**config.mk**
```make
export PLATFORM = sky130hd
export DESIGN_NAME = regfile_mp
export DESIGN_NICKNAME = d
export VERILOG_FILES = /design/src/rtl/regfile_mp.sv
export SDC_FILE = /design/constraint.sdc
export NUM_CORES = 2
export LEC_CHECK = 0
export ABC_AREA = 1
export BUFFER_PORTS_ARGS = -buffer_cell sky130_fd_sc_hd__buf_2
export CAP_MARGIN = 25
export CORE_MARGIN = 5
export CORE_UTILIZATION = 25
export DETAILED_ROUTE_END_ITERATION = 16
export GPL_TIMING_DRIVEN = 0
export PLACE_DENSITY_LB_ADDON = 0.2
export SKIP_CTS_REPAIR_TIMING = 1
export SLEW_MARGIN = 20
export SYNTH_ARGS = -nofsm -noshare
export SYNTH_HDL_FRONTEND = slang
export SYNTH_SLANG_ARGS = --single-unit
```
**constraint.sdc**
```tcl
create_clock -name clk -period 1.5 [get_ports clk]
set_input_delay 0.15 -clock clk [delete_from_list [all_inputs] [get_ports clk]]
set_output_delay 0.15 -clock clk [all_outputs]
set_load 0.03 [all_outputs]
```
**src/rtl/regfile_mp.sv**
```systemverilog
// rtl/regfile_mp.sv - multi-read-port integer register file with bypass, pending-write scoreboard and trigger register
module regfile_mp #(
  parameter int WIDTH    = 32,
  parameter int NREGS    = 32,
  parameter int NREAD    = 2,
  parameter int BYPASS   = 1,
  parameter int TRIG_EN  = 1,
  parameter int TRIG_REG = 6,
  parameter int A0_REG   = 10
) (
  input  logic                                   clk,
  input  logic                                   rst_n,
  input  logic [NREAD-1:0][$clog2(NREGS)-1:0]    A_RD,
  output logic [NREAD-1:0][WIDTH-1:0]            RD,
  output logic [NREAD-1:0]                       RBUSY,
  input  logic [$clog2(NREGS)-1:0]               A3,
  input  logic [WIDTH-1:0]                       WD3,
  input  logic                                   WE3,
  input  logic                                   issue_en,
  input  logic [$clog2(NREGS)-1:0]               issue_rd,
  input  logic                                   trigger,
  output logic [WIDTH-1:0]                       a0,
  output logic [NREGS-1:0]                       busy_vec
);

  localparam int AW = $clog2(NREGS);
  localparam logic [AW-1:0] TRIG_A = AW'(TRIG_REG);
  localparam logic [AW-1:0] A0_A   = AW'(A0_REG);

  logic [WIDTH-1:0] regs [NREGS];
  logic             s1;
  logic             s2;
  logic             wr_ok;
  logic             clr;
  logic             set;
  logic [NREGS-1:0] busy;
  logic [NREGS-1:0] busy_next;

  // Writes to x0 and to the hardware-owned trigger register never land.
  assign wr_ok = WE3 && (A3 != '0) && !((TRIG_EN != 0) && (A3 == TRIG_A));
  assign clr   = WE3 && (A3 != '0);
  assign set   = issue_en && (issue_rd != '0) && !((TRIG_EN != 0) && (issue_rd == TRIG_A));

  always_ff @(posedge clk or negedge rst_n) begin
    if (!rst_n) begin
      for (int r = 0; r < NREGS; r++) regs[r] <= '0;
      s1 <= 1'b0;
      s2 <= 1'b0;
    end else begin
      s1 <= trigger;
      s2 <= s1;
      if (wr_ok) regs[A3] <= WD3;
      if (TRIG_EN != 0) regs[TRIG_A] <= {{(WIDTH-1){1'b0}}, s2};
    end
  end

  always_comb begin
    RD = '0;
    for (int i = 0; i < NREAD; i++) begin
      if (A_RD[i] != '0) begin
        RD[i] = regs[A_RD[i]];
        if ((BYPASS != 0) && wr_ok && (A3 == A_RD[i])) RD[i] = WD3;
      end
    end
  end

  // Set is applied after clear so a same-cycle reissue keeps the register busy.
  always_comb begin
    busy_next = busy;
    if (clr) busy_next[A3] = 1'b0;
    if (set) busy_next[issue_rd] = 1'b1;
    busy_next[0] = 1'b0;
  end

  always_ff @(posedge clk or negedge rst_n) begin
    if (!rst_n) busy <= '0;
    else        busy <= busy_next;
  end

  always_comb begin
    RBUSY = '0;
    for (int i = 0; i < NREAD; i++) begin
      RBUSY[i] = busy[A_RD[i]];
      if ((BYPASS != 0) && clr && (A3 == A_RD[i]) && !(set && (issue_rd == A_RD[i])))
        RBUSY[i] = 1'b0;
    end
  end

  assign busy_vec = busy;
  assign a0       = regs[A0_A];

endmodule

```
Word level (Yosys, flattened, before mapping)
Index checks and enable logic that the tools add are counted.
Word-level totals
  output and inout bits: 130
  bits in read-only memories: 0
  bits in latches: 0
  RAM bits: 0
  input port bits: 57
  memories kept: 0
  logic and storage cells: 105
  bits in registers: 1026
Operators by class
  divide/modulo/power cells: 0
  eq/ne operators: 6
  add/sub/neg operators: 0
  reductions and logical operators: 23
  bitwise gates (word level): 6
  $lt $le $gt $ge: 10
  $mul: 0
  shift-type cells: 0
  mux-type cells: 25
Operators by type and width (count)
  $bwmux W1024: 1
  $mux W32: 11
  $bmux W32 S5: 2
  $demux W32 S5: 1
  $and A32 B32 Y32: 1
  $not A32 Y32: 1
  $or A32 B32 Y32: 1
  $lt A5 B6 Y1 const B: 4
  $eq A5 B5 Y1: 4
  $reduce_bool A5 Y1: 4
  $ge A6 B6 Y1 const B: 3
  $not A5 Y6: 3
  $logic_and A1 B1 Y1: 15
  $bmux W1 S5: 2
  $demux W1 S5: 2
  $eq A5 B3 Y1 const B: 2
  $ge A5 B1 Y1 const B: 2
  $lt A6 B1 Y1 const B: 1
  $mux W1: 6
  $logic_not A1 Y1: 4

Longest topological paths before layout
  depth after elaboration: 9
  depth in mapped cells: 14
  depth with buffers taken out: 12

Worst setup path before layout
OpenSTA, ideal clock, no wires.
  path kind: input to output
  from: input A3[2]
  to: output RD[62] in the netlist's numbering
  arrival time: 1.670 ns
  path buffers: 2
  data required time: 1.350 ns
  setup slack: -0.320 ns
  stages on the path: 9
  cells stage by stage: buf_2 nor3_2 nand2_1 nand2_1 nor2_2 nand2_2 buf_2 nand3_1 a21oi_1
RTL lines
  from (decl): line 16  | input logic [$clog2(NREGS)-1:0] A3,
  to (decl): line 14  | output logic [NREAD-1:0][WIDTH-1:0] RD,

==> out/metrics.cfg <==
[critical_path]
critPathMaxStageDelay_ns=0.47
critPathLaunchType=input pin
cpMostUsedCell=nand3_1
arrival_ns=2.65
worst_setup_path_end_kind=primary output
crit_buf_inv=6
crit_family=buffers and inverters
cp_slowest_cell=clkbuf_4
worstPathRequired_ns=1.35
worstPathCellList=clkbuf_4 -> clkinv_1 -> clkbuf_4 -> clkbuf_4 -> nand3_1 -> nand3_1 -> nand3_1 -> nand3_1 -> nand2_2 -> inv_1 -> buf_2
cp_max_fo=10
crit_type=in2out

[synthesis]
synth_top_area_frac=0.441
synth.area.mux_share=0
synth_xor_area_frac=0.00211
syn_avg_cell_area_sq_um=6.98
synth-main-ff-cell=dfrtp_1
yosys-top-cells-count=nand2_1, nand3_1, dfrtp_1
synth_warnings=0
synth-edff-count=0
yosys-top-cells-area=dfrtp_1, nand2_1, nand3_1, o21ai_0, o21ai_1
synthesis.area_sq_um=58200
async_reset_ff_frac=1.00
synthAdderAreaFrac=0
synth-compound-area-share=0.147
synthSimpleGateAreaFrac=0.318
synthCells=8338
ys_seq_area_frac=0.441
synth_top_family_by_area=simple AND/OR/NAND/NOR gates
yosys.cell_types.count=35
synth-seq-cells=1026
synth_most_common_cell=nand2_1
syn_nets=8395
yosysTopAreaCell=dfrtp_1

[global_routing]
grt.total_usage=0.333
grt_pass1_wl_um=556000
grt_max_degree=115
grt_overflow=0
antenna_found_initial=45
grt_pass1_vias=62000

[timing]
worst_slew_pin_slew_ns=1.21
rsz0062_at_grt=true
period_needed_ns=2.80
postLayoutSetupSlackWorst_ns=-1.30
hold_slack_ns=-0.768
slew_headroom=0.191
fmax_mhz=357
slew_violations=0
hold_viol_final=291
fin_crit_sh=1.87
skew_ns=0.0000331
setup_viol=1209

[outcome]
violations=negative hold slack, negative setup slack
outcome=complete, but fails checks

[drt]
ant_nets=0
routed_wl_um=426000
drt_pass1_iterations=7
vias=67700
first_iter_violations=9954
drc=0
wl_per_cell_um=35.7
routed_via_density=5.68

[final_layout]
nets=8800
final_cell_area_sq_um=72700
layout-drive-gt1-share=0.177
nFillCells=25300
area_delta_synth_final_pct=24.8

[power]
p_leak_uw=0.0327
pwr-share-clk=0.358
peakVddDrop_v=0.00116
p_int_uw=61300
combinationalPowerShare=0.254
power.density_nw_per_um2=1360
p_sw_uw=37300
swShare=0.378
pwr-share-seq=0.387

[placement]
post_dp_cell_area_sq_um=63700
dp_hpwl_um=320000
gp_congestion=1.02
portBuffers=152

[clock_network]
cts_buffers=138
cts_tree=built
cts_max_path_buffers=3
clkTransAtPathRegs_ns=0.05
clock-sinks=1026
clk-insertion-delay-late_ns=0.81
ctsRootBufferMaster=clkbuf_16
htree_levels=4

[die]
core-area_sq_um=232000
die_h_um=493
num_rows=177
start_util=0.251
die-area_sq_um=243000
fp.dieW_um=493
ioPinCount=187

[job]
max_cap_viol_count=0

[min_path]
hp-class=in2async

[worst paths after layout]
kind / startpoint / end / slack, ns / cells after the start
worst min register to register: s2 / regs[800] / 0.35 / 0
worst min-delay path: rst_n / regs[840] / -0.77 / 1
worst max-delay path: A_RD[2] / RD[1] / -1.30 / 11
max in group asynchronous: rst_n / regs[475] / -0.66 / 6
min in group clk: WD3[12] / regs[940] / -0.03 / 3
worst max register to register: busy_vec[7] / busy_vec[7] / 0.54 / 2
[per-stage QoR]
step                      setup TNS (ns)  worst slack (ns)   util  cells  power (uW)
final                            -428.23             -1.30  0.313  11900       98500
after global routing             -537.86             -1.15  0.313  11900      102000
after CTS                        -458.08             -2.31  0.295  11800       95700
after detailed placement        -1665.40             -2.30  0.274  11600       60500
after global placement                 -            -25.03  0.271  11500       60000
after floorplan                  -0.0851           -0.0436      -   8338       49800
[placed cells by master, fill, tap and decap left out, drive strengths merged, types with 8 or more instances in the layout]
master,n
o21ai,1222
dfrtp,1026
inv,487
diode,19
xnor2,12
clkinvlp,13
o211ai,8
dlygate4sd3,46
buf,559
nand4,38
nor2,196
o21bai,38
a21oi,374
nand3,1494
or2,33
bufinv,8
a31oi,15
nand2,2569
clkbuf,653
nor3,14
clkinv,34
[power groups by stage]
stage | clock, uW | combinational (uW) | sequential (uW)
2_1_floorplan | 0 | 13000 | 36900
3_3_place_gp | 0 | 21700 | 38300
3_5_place_dp | 0 | 22300 | 38200
4_1_cts | 35500 | 22300 | 37800
5_1_grt | 36500 | 26700 | 38600
6_report | 35300 | 25100 | 38200
[flip-flops by register name (all words and copies together), names as in the netlist]
register and flops:
s1 1, busy_vec 31, a0 32, s2 1, regs 961
[routing by layer]
metal | global-route usage | vias up | wire [um]
li1 | - | 28200 | -
met1 | 0.433 | 33800 | 169000
met2 | 0.490 | 4619 | 177000
met3 | 0.0853 | 1107 | 47100
met4 | 0.214 | 2 | 32700
met5 | 0 | - | 11
[final cells by class]
type | count | area, sq um | share of cell area
sequential | 1026 | 25700 | 0.354
clock buffer | 197 | 4060 | 0.0558
antenna | 19 | 47.5 | 0.000654
inverter | 487 | 1860 | 0.0255
clock inverter | 55 | 637 | 0.00876
timing repair buffer | 265 | 2430 | 0.0335
buffer | 796 | 4540 | 0.0624
multi-input combinational | 6029 | 29600 | 0.407
tap | 3043 | 3810 | 0.0524
[cells by family after synthesis]
kind of cell	count (synthesis)
AOI/OAI and AO/OA	1670
buffers and inverters	1283
other	1
DFF	1026
and+or+nand+nor	4344
xor gates and xnor gates	14
(Power assumes the default switching activity.)
